`src/rtl/payload_engine_pkg.sv`:
```
// payload_engine_pkg
//   Shared types and helpers for the payload_engine packet sequencer.
//   - sched_state_t    : sequencer FSM states
//   - DRAIN_CYCLES_DEF : default flush length after the last byte
//   - eng_id_w()       : index width for a bank of N engines (minimum 1)
`timescale 1ns/1ps
package payload_engine_pkg;

  typedef enum logic [2:0] {
    IDLE,
    CLEAR,
    SCAN,
    DRAIN,
    REPORT
  } sched_state_t;

  localparam int DRAIN_CYCLES_DEF = 2;

  // Width needed to index n items; never below 1 so single-entry banks
  // still get a real port.
  function automatic int eng_id_w(input int n);
    return (n <= 2) ? 1 : $clog2(n);
  endfunction

endpackage

```
`src/rtl/payload_lsb_enc.sv`:
```
// payload_lsb_enc
//   Lowest-set-bit priority encoder over the engine match vector.
//   Ports:
//     i_vec           in  NUM_ENG  vector to encode
//     o_index         out ID_W     index of lowest set bit (0 when none)
//     o_any           out 1        at least one bit set
//     o_onehot_single out 1        exactly one bit set
//   Purely combinational.
`timescale 1ns/1ps
module payload_lsb_enc
  import payload_engine_pkg::*;
#(
  parameter int NUM_ENG = 8,
  parameter int ID_W    = eng_id_w(NUM_ENG)
) (
  input  logic [NUM_ENG-1:0] i_vec,
  output logic [ID_W-1:0]    o_index,
  output logic               o_any,
  output logic               o_onehot_single
);

  logic [NUM_ENG-1:0] w_rest;

  // x & (x-1) drops the lowest set bit; anything left means >1 bits set.
  assign w_rest = i_vec & (i_vec - NUM_ENG'(1));

  // NOTE: every output gets a default before the loop, otherwise a
  // combinational block that only assigns on some paths infers latches.
  always_comb begin
    o_index = '0;
    o_any   = 1'b0;
    // Scan from the top down so the lowest set bit is written last and wins.
    for (int i = NUM_ENG - 1; i >= 0; i--) begin
      if (i_vec[i]) begin
        o_index = ID_W'(i);
        o_any   = 1'b1;
      end
    end
    o_onehot_single = o_any && (w_rest == '0);
  end

endmodule

```
`src/rtl/payload_engine_sched.sv`:
```
// payload_engine_sched
//   Packet-level sequencer for the payload_engine regex bank. Per packet it
//   clears the engines, steps them one byte per cycle, flushes the pipeline,
//   snapshots the sticky match vector and reports each hit engine ID as one
//   beat (or a single no-hit beat).
//   Ports:
//     clk, rst                          clock, async active-high reset
//     s_data/s_valid/s_last/s_ready     payload byte stream in
//     eng_data/eng_char_vld             byte + gate to the char decoder
//     eng_en/eng_sod                    engine clock enable / clear
//     eng_match                         sticky per-engine match outputs
//     m_id/m_hit/m_last/m_valid/m_ready report stream out
//     pkt_len                           saturating byte count
//     busy                              sequencer not idle
`timescale 1ns/1ps
module payload_engine_sched
  import payload_engine_pkg::*;
#(
  parameter int NUM_ENG      = 8,
  parameter int ID_W         = eng_id_w(NUM_ENG),
  parameter int DRAIN_CYCLES = DRAIN_CYCLES_DEF,
  parameter int LEN_W        = 16
) (
  input  logic               clk,
  input  logic               rst,
  input  logic [7:0]         s_data,
  input  logic               s_valid,
  input  logic               s_last,
  output logic               s_ready,
  output logic [7:0]         eng_data,
  output logic               eng_char_vld,
  output logic               eng_en,
  output logic               eng_sod,
  input  logic [NUM_ENG-1:0] eng_match,
  output logic [ID_W-1:0]    m_id,
  output logic               m_hit,
  output logic               m_last,
  output logic               m_valid,
  input  logic               m_ready,
  output logic [LEN_W-1:0]   pkt_len,
  output logic               busy
);

  localparam int            DC_W    = eng_id_w(DRAIN_CYCLES);
  localparam logic [DC_W-1:0] DC_INIT = DC_W'(DRAIN_CYCLES - 1);

  sched_state_t       r_state;
  sched_state_t       w_state_nxt;
  logic [DC_W-1:0]    r_drain_cnt;
  logic [NUM_ENG-1:0] r_pending;
  logic [LEN_W-1:0]   r_pkt_len;
  logic [ID_W-1:0]    r_m_id;
  logic               r_m_hit;
  logic               r_m_last;
  logic               r_m_valid;

  logic [ID_W-1:0]    w_idx;
  logic               w_any;
  logic               w_single;
  logic               w_accept;

  // r_pending holds the hits not yet presented; the encoder picks the next.
  payload_lsb_enc #(
    .NUM_ENG (NUM_ENG),
    .ID_W    (ID_W)
  ) u_lsb_enc (
    .i_vec           (r_pending),
    .o_index         (w_idx),
    .o_any           (w_any),
    .o_onehot_single (w_single)
  );

  assign w_accept = r_m_valid && m_ready;

  // Combinational so the engines are held clear for the whole reset too.
  assign eng_sod  = rst | (r_state == CLEAR);
  assign eng_data = s_data;
  assign busy     = (r_state != IDLE);
  assign pkt_len  = r_pkt_len;
  assign m_id     = r_m_id;
  assign m_hit    = r_m_hit;
  assign m_last   = r_m_last;
  assign m_valid  = r_m_valid;

  // NOTE: sequential state uses non-blocking assignments so every flop
  // samples pre-edge values regardless of block ordering.
  always_ff @(posedge clk or posedge rst) begin
    if (rst) r_state <= IDLE;
    else     r_state <= w_state_nxt;
  end

  always_comb begin
    w_state_nxt  = r_state;
    s_ready      = 1'b0;
    eng_en       = 1'b0;
    eng_char_vld = 1'b0;
    case (r_state)
      // The first byte stays on the bus until SCAN takes it.
      IDLE:  if (s_valid) w_state_nxt = CLEAR;
      CLEAR: w_state_nxt = SCAN;
      SCAN: begin
        s_ready      = 1'b1;
        eng_en       = s_valid;
        eng_char_vld = s_valid;
        if (s_valid && s_last) w_state_nxt = DRAIN;
      end
      // Engines keep stepping on a gated (all-low) char to flush the pipe.
      DRAIN: begin
        eng_en = 1'b1;
        if (r_drain_cnt == '0) w_state_nxt = REPORT;
      end
      REPORT: if (w_accept && r_m_last) w_state_nxt = IDLE;
      default: w_state_nxt = IDLE;
    endcase
  end

  // NOTE: no memories here, so every datapath register is cleared on reset,
  // including the pending snapshot.
  always_ff @(posedge clk or posedge rst) begin
    if (rst) begin
      r_drain_cnt <= '0;
      r_pending   <= '0;
      r_pkt_len   <= '0;
      r_m_id      <= '0;
      r_m_hit     <= 1'b0;
      r_m_last    <= 1'b0;
      r_m_valid   <= 1'b0;
    end else begin
      case (r_state)
        CLEAR: r_pkt_len <= '0;
        SCAN: begin
          if (s_valid) begin
            if (r_pkt_len != '1) r_pkt_len <= r_pkt_len + LEN_W'(1);
            if (s_last)          r_drain_cnt <= DC_INIT;
          end
        end
        DRAIN: begin
          if (r_drain_cnt == '0) r_pending   <= eng_match;
          else                   r_drain_cnt <= r_drain_cnt - DC_W'(1);
        end
        REPORT: begin
          if (w_accept && r_m_last) begin
            r_m_valid <= 1'b0;
            r_m_hit   <= 1'b0;
            r_m_last  <= 1'b0;
            r_m_id    <= '0;
          end else if (!r_m_valid || w_accept) begin
            // Load the next beat; its bit leaves r_pending as it is shown,
            // so "last" is simply "this was the only bit remaining".
            r_m_valid <= 1'b1;
            if (w_any) begin
              r_m_id    <= w_idx;
              r_m_hit   <= 1'b1;
              r_m_last  <= w_single;
              r_pending <= r_pending & ~(NUM_ENG'(1) << w_idx);
            end else begin
              r_m_id    <= '0;
              r_m_hit   <= 1'b0;
              r_m_last  <= 1'b1;
            end
          end
        end
        default: ;
      endcase
    end
  end

endmodule

```
`config.mk`:
```
export PLATFORM = sky130hd
export DESIGN_NAME = payload_engine_sched
export DESIGN_NICKNAME = d
export VERILOG_FILES = /design/src/rtl/payload_engine_pkg.sv /design/src/rtl/payload_lsb_enc.sv /design/src/rtl/payload_engine_sched.sv
export SDC_FILE = /design/constraint.sdc
export NUM_CORES = 1
export LEC_CHECK = 0
export BUFFER_PORTS_ARGS = -buffer_cell sky130_fd_sc_hd__buf_2
export CAP_MARGIN = 20
export CORE_MARGIN = 1
export CORE_UTILIZATION = 45
export CTS_CLUSTER_SIZE = 20
export DETAILED_ROUTE_END_ITERATION = 10
export GPL_ROUTABILITY_DRIVEN = 0
export PLACE_DENSITY = 0.68
export SLEW_MARGIN = 20
export SYNTH_ARGS = -nofsm -noshare
export SYNTH_HDL_FRONTEND = slang
export SYNTH_HIERARCHICAL = 1
export SYNTH_SLANG_ARGS = --single-unit
```
`constraint.sdc`:
```
create_clock -name clk -period 5.1 [get_ports clk]
set_input_delay 1.02 -clock clk [delete_from_list [all_inputs] [get_ports clk]]
set_output_delay 1.02 -clock clk [all_outputs]
set_load 0.03 [all_outputs]
```
==> summary.md <==
| Metric | Value |
|---|---|
| Worst relative slew slack | `41.3%` |
| Hold Path Class | `reg -> reg` |
| # rows | `24` |
| DRT Pass-1 Iters | `4` |
| Slew @ Worst Pin | `0.874 ns` |
| ANT cells | `0` |
| Synth cell types | `54` |
| Post-DP HPWL | `3.16 mm` |
| Setup ws final | `2.16 ns` |
| Initial core utilization | `47.3%` |
| Mapped Avg Cell Area | `9.06 µm²` |
| TritonCTS Sinks | `34` |
| Clk Latency, worst-skew pair | `0.29 ns` |
| Largest net degree at the start of global routing | `35` |
| Fraction of layout instances using a drive strength above 1 | `23.0%` |
| GR Util All Layers | `19.2%` |
| WP data required | `4.08 ns` |
| Tmin final | `2.94 ns` |
| Iter 0 DRT Violations | `169` |
| CTS Buf Count | `5` |
| Commonest non-fill, non-tap cell in the layout | `buf_2` |
| Clk_skew | `0.00859 ns` |
| First-pass GRT wire length | `7.56 mm` |
| Post-synth top flop | `dfrtp_1` |
| Reg-to-Reg Start | `pkt_len[1]` |
| Synth top area share | `41.0%` |
| Hold wc startpoint | `m_hit` |
| # IOs | `56` |
| Most frequent cells in the layout | `buf_2, dfrtp_1, a31oi_1, nand2_1, nor2_1` |
| Pre-CTS setup slack | `2.17 ns` |
| RSZ-0062 raised after global routing | `false` |
| Worst-case clock buffer depth | `2` |
| F_max | `340 MHz` |
| Static leakage | `1.09 nW` |
| Port-buffer cells | `39` |
| Max VDD drop | `0.000249 V` |
| Setup TNS Final | `0 ns` |
| Core box area | `0.00438 mm²` |
| Hold Vio Cnt, Final | `0` |
| Post-synthesis sequential area ratio | `41.0%` |
| Number of global-route vias before repair | `1553` |
| Remaining DRCs | `0` |
| Full die area | `0.00489 mm²` |
| Overflow after GRT | `0` |
| Status | `finished, final reports clean` |
| Largest area contributor in the netlist | `dfrtp_1` |
| Vias per cell | `5.86` |
| Setup crit start | `s_valid` |
| Area grow syn2layout | `12.4%` |
| PwrDens | `578 mW/mm²` |
| Warnings from Yosys | `6` |
| CP Class | `in -> out` |
| #FFs+latches synth | `34` |
| Area contributors post-synth | `dfrtp_1, a31oi_1, a22o_1, nand2b_1, buf_4` |
| Post-route ant nets | `0` |
| Cell count after synthesis | `229` |
| Final setup fails | `0` |
| CP Capture Type | `output port` |
| Max-slew violations | `0` |
| Max Cap Violations | `0` |
| Die W | `69.9 µm` |
| Clock slew at reported path FFs | `0.07 ns` |
| Synth Cell Area | `0.00207 mm²` |
| Hold-fix buffers at CTS | `0` |
| Avg WL per Cell | `14.8 µm` |
| Async set-reset flop share out of synthesis | `100%` |
| Crit share post-route | `57.6%` |
| CTS HTree Levels | `2` |
| Total routed wirelength | `4.57 mm` |
| Synthesized Nets | `251` |
| Die height | `69.9 µm` |
| CTS tree | `yes` |
| Worst EP arrival | `1.92 ns` |
| Layout net count | `278` |
| Initial antenna violation count | `0` |
| Post-CTS Resized | `0` |
| Total design power | `1.35 mW` |
| Max FO, Critical Path | `19` |
| Root Buffer | `clkbuf_8` |
| Vias | `1812` |
| Post-synth EDFFs | `0` |
| Postcts setup bufs | `0` |
| CP Launch Type | `primary input` |
[synthesized netlist by cell type, types with 4 or more instances]
| master | instances |
|---|---|
| and3_1 | 5 |
| dfrtp_1 | 34 |
| nor4_1 | 4 |
| clkbuf_1 | 7 |
| nor3b_1 | 5 |
| buf_2 | 5 |
| a31oi_1 | 19 |
| a21oi_1 | 10 |
| nand2_1 | 15 |
| nand3_1 | 4 |
| nor2_1 | 12 |
| o22ai_1 | 8 |
| nor3_1 | 8 |
| inv_1 | 8 |
| buf_4 | 8 |
| nand4_1 | 4 |
| a22o_1 | 11 |
| nand2b_1 | 11 |
[critical path: stages]
cell and delay, ns:
buf_2 0.11, nor4bb_2 0.28, buf_4 0.27, buf_2 0.23
[logic make-up after synthesis]
group	count (synthesis)	synth area share, %
mux	1	0.483
xor+xnor	1	0.422
simple gates	85	24.2
flops	34	41.0
fa+ha+maj	2	1.09
compound gates	74	24.8
buf+inv	32	7.90
[per-layer routing]
layer / GRT usage, % / vias up / share of wire, %
li1: - / 910 / -
met1: 28.7 / 865 / 51
met2: 27.0 / 31 / 44
met3: 4.91 / 6 / 3.7
met4: 6.44 / 0 / 1.2
met5: 0 / - / 0
[registers in the layout (all words and copies together), names as in the netlist]
name         cells
r_drain_cnt      1
r_state          3
m_last           1
m_hit            1
r_pending        8
pkt_len         16
m_valid          1
m_id             3
[stage by stage]
step | area [µm²] | hold slack, ns | std cells | util (%)
2_1_floorplan | 2070 | 0.493 | 229 | -
3_3_place_gp | 2240 | 0.460 | 301 | 51.0
3_5_place_dp | 2240 | 0.473 | 301 | 51.0
4_1_cts | 2330 | 0.490 | 309 | 53.2
5_1_grt | 2330 | 0.520 | 309 | 53.2
6_report | 2330 | 0.487 | 309 | 53.2
[cell type report]
type / instances / area (µm²)
timing repair buffer: 42 / 218
sequential: 34 / 851
clock inverter: 2 / 12.5
fill: 425 / 2050
clock buffer: 6 / 82.6
tap: 52 / 65.1
inverter: 10 / 37.5
multi-input combinational: 163 / 1070
[final timing paths]
kind | end | slack, ns | depth (start not counted)
min in group asynchronous | pkt_len[2] | 0.82 | 3
min | m_hit | 0.49 | 1
max reg2reg | pkt_len[15] | 2.66 | 5
min reg2reg | m_hit | 0.49 | 1
max in group asynchronous | pkt_len[15] | 3.96 | 3
max | eng_char_vld | 2.16 | 4
[power breakdown]
part	leakage [nW]	internal [mW]	total [mW]	switching, mW
Sequential	0.444	0.350	0.480	0.130
Combinational	0.598	0.253	0.662	0.409
Clock	0.0472	0.108	0.206	0.0979
Total	1.09	0.712	1.35	0.637
Power figures use the tool's default switching activity.
